`config.mk`:
```
export PLATFORM = sky130hd
export DESIGN_NAME = rubik_move_sequencer
export DESIGN_NICKNAME = d
export VERILOG_FILES = /design/src/rtl/rubik_move_sequencer.sv
export SDC_FILE = /design/constraint.sdc
export NUM_CORES = 1
export LEC_CHECK = 0
export ABC_AREA = 1
export CAP_MARGIN = 20
export CORE_ASPECT_RATIO = 1.5
export CORE_MARGIN = 10
export CORE_UTILIZATION = 28
export CTS_BUF_LIST = sky130_fd_sc_hd__clkbuf_8
export DETAILED_ROUTE_END_ITERATION = 10
export DONT_BUFFER_PORTS = 1
export PLACE_DENSITY = 0.42
export SLEW_MARGIN = 20
export SYNTH_ARGS = -nofsm -noshare
export SYNTH_HDL_FRONTEND = slang
export SYNTH_SLANG_ARGS = --single-unit
```
`constraint.sdc`:
```
create_clock -name I_sys_clk -period 1.75 [get_ports I_sys_clk]
set_input_delay 0.0875 -clock I_sys_clk [delete_from_list [all_inputs] [get_ports I_sys_clk]]
set_output_delay 0.0875 -clock I_sys_clk [all_outputs]
set_load 0.01 [all_outputs]
```
`src/rtl/rubik_move_sequencer.sv`:
```
// rtl/rubik_move_sequencer.sv - UART byte decoder and four-servo face-move sequencer
// One pending move slot feeds a ROT/OPEN/HOME/CLOSE dwell FSM per face turn.
module rubik_move_sequencer #(
  parameter int unsigned SETTLE_CYCLES = 2000000
) (
  input  logic       I_sys_clk,
  input  logic       I_on_board_reset,
  input  logic [7:0] I_rx_data,
  input  logic       I_rx_valid,
  output logic [7:0] o_servo_dir_pos,
  output logic [3:0] o_servo_grip,
  output logic       o_scan_start,
  output logic       o_busy,
  output logic       o_move_done,
  output logic       o_cmd_error,
  output logic       o_overflow
);

  typedef enum logic [2:0] {
    IDLE  = 3'd0,
    ROT   = 3'd1,
    OPEN  = 3'd2,
    HOME  = 3'd3,
    CLOSE = 3'd4
  } state_t;

  localparam logic [23:0] DWELL_LAST = 24'(SETTLE_CYCLES - 1);

  localparam logic [1:0] POS_NEG  = 2'd0;
  localparam logic [1:0] POS_HOME = 2'd1;
  localparam logic [1:0] POS_POS  = 2'd2;

  state_t      state_q, state_d;
  logic [23:0] timer_q, timer_d;
  logic        pend_valid_q, pend_valid_d;
  logic [2:0]  pend_code_q, pend_code_d;
  logic [1:0]  sel_q, sel_d;
  logic [7:0]  dir_q, dir_d;
  logic [3:0]  grip_q, grip_d;
  logic        scan_q, scan_d;
  logic        done_q, done_d;
  logic        err_q, err_d;
  logic        ovf_q, ovf_d;

  // Byte decode: move code is {servo index, clockwise}
  logic       is_move;
  logic       is_scan;
  logic       is_err;
  logic [2:0] move_code;

  always_comb begin
    is_move   = 1'b0;
    is_scan   = 1'b0;
    is_err    = 1'b0;
    move_code = 3'd0;
    case (I_rx_data)
      8'h61: begin is_move = 1'b1; move_code = {2'd0, 1'b1}; end
      8'h63: begin is_move = 1'b1; move_code = {2'd1, 1'b1}; end
      8'h64: begin is_move = 1'b1; move_code = {2'd2, 1'b1}; end
      8'h65: begin is_move = 1'b1; move_code = {2'd3, 1'b1}; end
      8'h41: begin is_move = 1'b1; move_code = {2'd0, 1'b0}; end
      8'h43: begin is_move = 1'b1; move_code = {2'd1, 1'b0}; end
      8'h44: begin is_move = 1'b1; move_code = {2'd2, 1'b0}; end
      8'h45: begin is_move = 1'b1; move_code = {2'd3, 1'b0}; end
      8'h62: is_scan = 1'b1;
      default: is_err = 1'b1;
    endcase
  end

  logic consume;
  logic dwell_done;

  always_comb begin
    state_d      = state_q;
    timer_d      = timer_q + 24'd1;
    pend_valid_d = pend_valid_q;
    pend_code_d  = pend_code_q;
    sel_d        = sel_q;
    dir_d        = dir_q;
    grip_d       = grip_q;
    scan_d       = 1'b0;
    done_d       = 1'b0;
    err_d        = 1'b0;
    ovf_d        = 1'b0;

    consume    = (state_q == IDLE) && pend_valid_q;
    dwell_done = (timer_q == DWELL_LAST);

    case (state_q)
      IDLE: begin
        timer_d = 24'd0;
        if (consume) begin
          state_d = ROT;
          sel_d   = pend_code_q[2:1];
          dir_d[{pend_code_q[2:1], 1'b0} +: 2] = pend_code_q[0] ? POS_POS : POS_NEG;
        end
      end
      ROT: begin
        if (dwell_done) begin
          state_d       = OPEN;
          timer_d       = 24'd0;
          grip_d[sel_q] = 1'b0;
        end
      end
      OPEN: begin
        if (dwell_done) begin
          state_d = HOME;
          timer_d = 24'd0;
          dir_d[{sel_q, 1'b0} +: 2] = POS_HOME;
        end
      end
      HOME: begin
        if (dwell_done) begin
          state_d       = CLOSE;
          timer_d       = 24'd0;
          grip_d[sel_q] = 1'b1;
        end
      end
      CLOSE: begin
        if (dwell_done) begin
          state_d = IDLE;
          timer_d = 24'd0;
          done_d  = 1'b1;
        end
      end
      default: begin
        state_d = IDLE;
        timer_d = 24'd0;
      end
    endcase

    // A slot being drained this cycle can be refilled in the same cycle
    if (consume) pend_valid_d = 1'b0;
    if (I_rx_valid) begin
      scan_d = is_scan;
      err_d  = is_err;
      if (is_move) begin
        if (!pend_valid_q || consume) begin
          pend_valid_d = 1'b1;
          pend_code_d  = move_code;
        end else begin
          ovf_d = 1'b1;
        end
      end
    end
  end

  always_ff @(posedge I_sys_clk or posedge I_on_board_reset) begin
    if (I_on_board_reset) begin
      state_q      <= IDLE;
      timer_q      <= 24'd0;
      pend_valid_q <= 1'b0;
      pend_code_q  <= 3'd0;
      sel_q        <= 2'd0;
      dir_q        <= 8'h55;
      grip_q       <= 4'hF;
      scan_q       <= 1'b0;
      done_q       <= 1'b0;
      err_q        <= 1'b0;
      ovf_q        <= 1'b0;
    end else begin
      state_q      <= state_d;
      timer_q      <= timer_d;
      pend_valid_q <= pend_valid_d;
      pend_code_q  <= pend_code_d;
      sel_q        <= sel_d;
      dir_q        <= dir_d;
      grip_q       <= grip_d;
      scan_q       <= scan_d;
      done_q       <= done_d;
      err_q        <= err_d;
      ovf_q        <= ovf_d;
    end
  end

  assign o_servo_dir_pos = dir_q;
  assign o_servo_grip    = grip_q;
  assign o_scan_start    = scan_q;
  assign o_busy          = (state_q != IDLE);
  assign o_move_done     = done_q;
  assign o_cmd_error     = err_q;
  assign o_overflow      = ovf_q;

endmodule

```
==> results of run 1 <==
==> cell type report <==
| class | instances | area (µm²) |
|---|---|---|
| clock buffer | 5 | 68.82 |
| clock inverter | 3 | 22.52 |
| fill | 1153 | 7038 |
| inverter | 69 | 266.5 |
| multi-input combinational | 315 | 1568 |
| sequential | 49 | 1236 |
| tap | 144 | 180.2 |
| timing repair buffer | 16 | 152.6 |
==> power by group <==
| group | total, µW | leakage (µW) | internal [µW] | switching [µW] |
|---|---|---|---|---|
| sequential | 1150 | 0.000636 | 1140 | 6.43 |
| combinational | 84.2 | 0.00106 | 21.7 | 62.5 |
| clock | 706 | 0.0000364 | 281 | 424 |
==> routing by layer <==
metal | part of all wire (%) | vias to the layer above
met5 | 0 | -
met4 | 1.9 | 0
met3 | 2.8 | 9
met2 | 56 | 27
met1 | 40 | 1259
li1 | - | 1389
==> per-stage QoR <==
step | instance area [µm²] | power [µW] | util, % | setup TNS, ps | setup WS [ps]
floorplan | 3017 | 1226 | - | 0 | 287.7
global placement | 3273 | 1254 | 31.08 | 0 | 129.5
detailed placement | 3273 | 1254 | 31.08 | 0 | 75.76
CTS | 3395 | 1991 | 32.23 | 0 | 79.55
global route | 3495 | 2051 | 33.18 | -13.96 | -7.294
finish | 3495 | 1939 | 33.18 | 0 | 123.3
==> worst min-delay path: stages <==
cell and delay [ps]:
nand3_1 80, nand3_1 90, nor3_1 50
==> synth_stat cells <==
cell	n	share of area [%]
nor2_8	1	0.66
nor2_1	77	9.6
nand2_4	2	0.75
nand3_1	35	5.8
nand2_2	9	1.9
nand2_1	121	15
o21ai_0	9	1.5
nand3_2	2	0.66
nand3b_1	3	0.75
inv_6	1	0.29
nor3b_1	2	0.50
o21bai_1	4	1.0
nor2_2	3	0.62
nor4_1	1	0.21
nor3_2	1	0.33
dfrtp_1	41	34
a31o_2	1	0.29
nor2_4	3	1.1
nand4_1	13	2.7
xnor2_1	1	0.29
inv_4	1	0.21
a31oi_1	1	0.21
o21ai_2	1	0.29
or2_2	1	0.21
nor3_1	12	2.0
ha_1	6	2.5
xor2_1	3	0.87
dfstp_2	8	7.0
clkbuf_1	1	0.12
inv_1	65	8.1
a21oi_1	2	0.33
inv_2	2	0.25
==> timing repair <==
action                     CTS  global route
setup buffers                0             4
gates resized for setup      0            10
hold endpoints to repair    26             0
setup endpoints to repair    0            15
hold buffers                 3             0
==> sequential cells by signal, summed over array words and instances (netlist names), named ones only <==
| register | cells |
|---|---|
| o_overflow | 1 |
| timer_q | 24 |
| o_servo_dir_pos | 8 |
| o_move_done | 1 |
| o_cmd_error | 1 |
| sel_q | 2 |
| state_q | 3 |
| pend_code_q | 3 |
| pend_valid_q | 1 |
| o_scan_start | 1 |
==> kinds of logic after synthesis <==
logic type	count (synthesis)	share of synthesized area, %
AND/OR/NAND/NOR	286	42.80
buffers and inverters	70	8.959
flip-flops	49	40.98
AO/OA/AOI/OAI	18	3.609
adder cells (fa/ha/maj)	6	2.489
XOR/XNOR	4	1.162
==> worst paths after layout <==
check                              startpoint                         end  slack (ps)  cells past startpoint
min in group asynchronous    I_on_board_reset                  timer_q[8]         250                      2
hold reg to reg            o_servo_dir_pos[2]          o_servo_dir_pos[2]         500                      2
setup / recovery                   timer_q[0]          o_servo_dir_pos[3]         120                     10
setup reg to reg                   timer_q[0]          o_servo_dir_pos[3]         120                     10
hold / removal                   I_rx_data[0]                 o_cmd_error          30                      3
max in group asynchronous    I_on_board_reset  asynchronous set/reset pin         890                      3
==> run_results.csv, run 1 <==
group,metric,value,unit
run_status,status,"complete, no violations",
sta,fin_hold_ws,26.40,ps
drt,iteration_0_drc_markers,94,
global_routing,grt.met3_usage,2.189,%
placed_design,dpl.hpwl,6.387,mm
power,powerDensity,554.9,nW/µm²
global_routing,largest_net_degree_at_the_start_of_global_routing,31,
drt,route.detailed.drc,0,
cells_and_area,mostFrequentLayoutCells,"nand2_1, nor2_1, inv_1, dfrtp_1, nand3_1",
drt,drt_wl_total,8.005,mm
clocking,cts-root-to-sink-buffers,2,
floorplanning,row_count,46,
synthesis,syn-num-nets,450,
drt,avgRoutedWirePerCell,13.32,µm
synthesis,synth_sequential_area_ratio,40.98,%
critical_path,crit_required,1970,ps
sta,final_min_period_over_clock_period,92.96,%
sta,timing_hold_violations_final,0,
critical_path,crit_arrival,1850,ps
clocking,insertion_delay,320,ps
floorplanning,boundaryPins,28,
global_routing,grt_pass1_wl,13.48,mm
placed_design,number_of_placed_cells_counting_well_taps,585,
cells_and_area,finalNetCount,473,
global_routing,grt_pass1_vias,2802,
drt,drtPass1Iterations,4,
critical_path,critical-path-top-cell-by-count,"nand2_1",
synthesis,synth_cell_types,32,
global_routing,globalRouteMet2Util,20.89,%
sta,timing_worst_slew_pin_value,499.8,ps
clocking,worst_setup_hold_path_clk_slew,100,ps
synthesis,number_of_cells_produced_by_synthesis,433,
sta,fmax,614.7,MHz
sta,fin_crit,1627,ps
clocking,clock-sinks,49,
clocking,cts_root_buffer,"clkbuf_8",
synthesis,yosys_warning_count,0,
power,ir_drop,0.3853,mV
critical_path,critical_path.cell_chain,"ha_4 > nand2_4 > nor2_8 > nand3_2 > nor2_4 > nand3b_1 > nand2_4 > nand2_1 > nand2_1 > nand2_1",
floorplanning,fp.dieArea,15410,µm²
critical_path,timing.critical_path.from_type,"flip-flop",
clocking,cts_tree,"yes",
critical_path,biggest_fanout_along_the_worst_timing_path,5,
global_routing,antenna_found_initial,0,
cells_and_area,num_antenna_cells,0,
global_routing,layer_carrying_the_most_global_route_usage,"met2",
drt,vias,2684,
cells_and_area,layout-area-overhead-vs-synth,15.84,%
clocking,cts_inserted_buffers,5,
run,maxCapViolations,0,
placed_design,portBuffers,0,
critical_path,cpLargestDelayFamily,"simple AND/OR/NAND/NOR gates",
global_routing,met1_demand_to_capacity_share_in_global_routing,10.52,%
global_routing,grt_overflow,0,
critical_path,cell_with_the_biggest_individual_delay_on_the_critical_path,"dfrtp_1",
floorplanning,placeableCoreArea,10530,µm²
floorplanning,initial_core_utilization,28.64,%
sta,report.final.slew_viol_count,0,
synthesis,netlist_area,3017,µm²
clocking,cts-htree-levels,2,
placed_design,gp_routability_congestion,0.8302,
sta,timing.clock.skew,12.91,ps
critical_path,criticalPathCategory,"reg2reg",
power,standby_leakage_power,0.001737,µW
critical_path,crit_end_category,"flip-flop",
cells_and_area,final_cell_count_without_fillers,601,
worst_hold_path,min-delay-path-class,"in2reg",
drt,drt.antenna.violating_nets,0,
sta,grt_setup_unrepaired,"true",
global_routing,groute.usage.overall,10.66,%
cells_and_area,drive_gt1_share,14.00,%
drt,detail_route.vias_per_cell,4.466,
critical_path,critical-path-max-stage-delay,410,ps
synthesis,postSynthAreaPerCell,6.967,µm²
sta,timing.max_slew.rel_slack,66.63,%
synthesis,synth-seq-cells,49,
cells_and_area,layout.cells.most_common,"nand2_1",
critical_path,critPathBufInv,0,
sta,finalSetupViolations,0,
floorplanning,die-height,147.1,µm
floorplanning,floorplan.die.width,104.8,µm
(Power assumes the default switching activity.)
==> inputs of run 2 (changes only) <==
--- a/config.mk
+++ b/config.mk
@@ -7,3 +7,2 @@
 export LEC_CHECK = 0
-export ABC_AREA = 1
 export CAP_MARGIN = 20
==> constraint.sdc (replaced) <==
create_clock -name I_sys_clk -period 1.75 [get_ports I_sys_clk]
set_input_delay 0.35 -clock I_sys_clk [delete_from_list [all_inputs] [get_ports I_sys_clk]]
set_output_delay 0.35 -clock I_sys_clk [all_outputs]
set_load 0.01 [all_outputs]
==> run 2 against run 1 <==
Against the previous run: the flow now finishes with violations (setup timing); count of clock-buffer cells in the layout increased by 1; utilization increased by 4.3 points; synthesized area decreased by 16%; via count decreased by 23%; final area decreased by 5.2%; sequential share of layout area increased by 2.0 points; total power increased by 3.7%; first-iteration DRC count decreased by 9.6%.
==> run_results.csv, run 2 <==
group,metric,value,unit
run_status,status,"finished, violations left",
run_status,violations,"setup timing",
floorplanning,die-height,136.6,µm
drt,drt_wl_total,6.765,mm
power,seq_power_share,58.0,%
synthesis,synth.area.top_cells,"dfrtp_1, dfstp_2, mux2_2, ha_1, nand2_1",
critical_path,cell_with_the_biggest_individual_delay_on_the_critical_path,"or4_4",
cells_and_area,layout.cells.most_common,"buf_4",
power,p_int,1525,µW
run,maxCapViolations,0,
critical_path,ff2ff_setup_slack,-520,ps
floorplanning,fp.dieArea,13350,µm²
clocking,cts-root-to-sink-buffers,2,
cells_and_area,layout-area-overhead-vs-synth,30.46,%
sta,fmax,440.5,MHz
placed_design,dpl.hpwl,5.152,mm
global_routing,grt_pass1_vias,2164,
synthesis,synth_top_area_share,40.41,%
synthesis,number_of_cells_produced_by_synthesis,253,
sta,timing_worst_slew_pin_value,400.6,ps
synthesis,yosys_warning_count,0,
worst_hold_path,worstHoldEndpoint,"o_scan_start",
synthesis,postSynthAreaPerCell,10.03,µm²
floorplanning,row_count,42,
power,power.clock.fraction,34.5,%
power,power,2011,µW
critical_path,critical_path.cell_chain,"or4_4 > or4_4 > buf_8 > o21ai_4 > buf_6 > buf_12 > a21oi_1",
synthesis,synth-compound-area-share,9.364,%
synthesis,syn-num-nets,270,
power,sw_share,24.17,%
sta,postLayoutSetupSlackWorst,-520.1,ps
clocking,cts-htree-levels,2,
worst_hold_path,worst_hold_path_cell_count,1,
sta,timing_hold_violations_final,0,
synthesis,largest_family_of_logic_cells_by_synthesized_area,"simple AND/OR/NAND/NOR gates",
cells_and_area,fill_cell_instance_count_of_the_final_layout,912,
critical_path,critPathBufInv,3,
clocking,cts_inserted_buffers,5,
floorplanning,initial_core_utilization,28.76,%
synthesis,synth_cell_types,44,
cells_and_area,mostFrequentLayoutCells,"buf_4, dfrtp_1, nand2_1, nor2_1",
clocking,worst_setup_hold_path_clk_slew,90,ps
placed_design,place_worst_setup_slack,-636.5,ps
worst_hold_path,min-delay-path-class,"in2reg",
drt,iteration_0_drc_markers,85,
synthesis,synth_top_cell_by_area,"dfrtp_1",
synthesis,synth_edf_count,0,
synthesis,synth_sequential_area_ratio,48.69,%
synthesis,asr_flop_ratio_synth,100.0,%
critical_path,crit_required,1950,ps
global_routing,antenna_found_initial,0,
clocking,insertion_delay,310,ps
sta,timing.clock.skew,6.772,ps
cells_and_area,max_flop_register,"timer_q",
synthesis,synth_adder_area_share,2.957,%
placed_design,gp_routability_congestion,0.7716,
drt,vias,2071,
critical_path,ff2ff_path_depth,7,
critical_path,timing.critical_path.from_type,"flip-flop",
synthesis,synth_mux_area_share,4.731,%
cells_and_area,final_cell_count_without_fillers,420,
critical_path,biggest_fanout_along_the_worst_timing_path,9,
cells_and_area,largest_reg_flops,24,
sta,fin_crit,2270,ps
clocking,cts_root_buffer,"clkbuf_8",
synthesis,synth_simple_gate_area_share,26.81,%
floorplanning,boundaryPins,28,
cells_and_area,num_antenna_cells,0,
synthesis,synth_ff_type,"dfrtp_1",
floorplanning,placeableCoreArea,8828,µm²
critical_path,crit-reg2reg-capture,"timer_q[23]",
sta,report.final.slew_viol_count,0,
placed_design,portBuffers,0,
power,standby_leakage_power,0.001447,µW
sta,grt_setup_unrepaired,"true",
critical_path,critical-path-max-stage-delay,560,ps
cells_and_area,finalNetCount,326,
clocking,clock-sinks,49,
critical_path,criticalPathCategory,"reg2reg",
power,powerDensity,607.2,nW/µm²
sta,finalSetupViolations,39,
synthesis,synth.top_cells.by_count,"dfrtp_1, nand2_1, nor2_1",
power,power.combinational.fraction,7.6,%
drt,drt.antenna.violating_nets,0,
global_routing,groute.usage.overall,10.54,%
drt,avgRoutedWirePerCell,16.11,µm
global_routing,grt_pass1_wl,11.31,mm
global_routing,grt_overflow,0,
critical_path,crit_arrival,2470,ps
critical_path,cpLargestDelayFamily,"simple AND/OR/NAND/NOR gates",
drt,route.detailed.drc,0,
power,ir_drop,0.3904,mV
sta,timing.max_slew.rel_slack,73.10,%
synthesis,synth-seq-cells,49,
synthesis,most_frequent_cell_after_synthesis,"dfrtp_1",
placed_design,number_of_placed_cells_counting_well_taps,407,
synthesis,yosys.area_share.xor_xnor,4.830,%
global_routing,largest_net_degree_at_the_start_of_global_routing,27,
critical_path,crit_end_category,"flip-flop",
synthesis,netlist_area,2539,µm²
drt,drtPass1Iterations,5,
drt,detail_route.vias_per_cell,4.931,
floorplanning,floorplan.die.width,97.75,µm
critical_path,critical_path.reg2reg.startpoint,"timer_q[23]",
cells_and_area,drive_gt1_share,34.19,%
clocking,cts_tree,"yes",
critical_path,critical-path-top-cell-by-count,"or4_4",
power,p_sw,486.0,µW
sta,final_min_period_over_clock_period,129.7,%
worst_hold_path,worst_hold_startpoint,"I_rx_data[0]",
run 2: cell count changes after synthesis, moves of 10 or more:
cell	before	now
nand3_1	35	11
or3_1	0	10
inv_1	65	6
nand2_1	121	20
nor2_1	77	20
a21oi_1	2	13
run 2: cell families (layout without fill, tap and decap cells):
kind of cell / Yosys count / count (layout)
AO/OA/AOI/OAI: 37 / 37
XOR/XNOR: 14 / 14
adder cells (fa/ha/maj): 6 / 6
buffers and inverters: 15 / 72
flip-flops: 49 / 49
multiplexers: 11 / 11
AND/OR/NAND/NOR: 121 / 121
run 2: power groups by stage:
stage | combinational (µW) | sequential, µW | clock (µW)
2_1_floorplan | 90.8 | 1190 | 0
4_1_cts | 157 | 1170 | 729
3_3_place_gp | 153 | 1190 | 0
5_1_grt | 178 | 1170 | 777
3_5_place_dp | 155 | 1190 | 0
6_report | 152 | 1170 | 693
run 2: per-layer routing:
metal  GRT usage (%)  up-vias  wire (µm)
li1                -     1027          -
met3           2.675       12        300
met2           19.91       45       3772
met4           3.890        0        148
met1           10.91      987       2544
met5               0        -          0
run 2: worst max-delay path by stage:
stage          cells past startpoint        start  slack (ps)                  to
6_report                           7  timer_q[23]        -520         timer_q[23]
5_1_grt                            7  timer_q[23]        -580         timer_q[23]
4_1_cts                            5  timer_q[23]        -510           flip-flop
3_5_place_dp                       6  timer_q[16]        -640  o_servo_dir_pos[1]
3_3_place_gp                       6  timer_q[16]        -620  o_servo_dir_pos[1]
2_1_floorplan                      5  timer_q[16]        -450           flip-flop
run 2: repair_timing:
item | 4_1_cts | 5_1_grt
resized for setup | 20 | 5
endpoints found under the setup margin | 39 | 39
gates cloned | 1 | 0
setup buffers | 4 | 1
hold buffers | 1 | 0
hold endpoints to repair | 41 | 0
pin swaps | 5 | 1
run 2: area by class of cell:
class / instances / area [µm²] / share of cell area [%]
multi-input cells: 189 / 1349 / 40.73
flip-flops and latches: 49 / 1236 / 37.33
repair buffers: 58 / 476.7 / 14.39
well taps: 110 / 137.6 / 4.156
clock buffers: 6 / 82.58 / 2.493
inverters: 6 / 22.52 / 0.6800
clock inverters: 2 / 7.507 / 0.2267
run 2: per-stage QoR:
stage                     area (µm²)  TNS [ps]  util, %  hold WS (ps)
after floorplan                 2590    -11860        -         419.6
after global placement          3082    -16170    34.91         313.5
after detailed placement        3082    -16680    34.91         314.4
after CTS                       3317    -16900    37.57         98.23
after global routing            3312    -19600    37.51         87.74
final                           3312    -16950    37.51         106.7
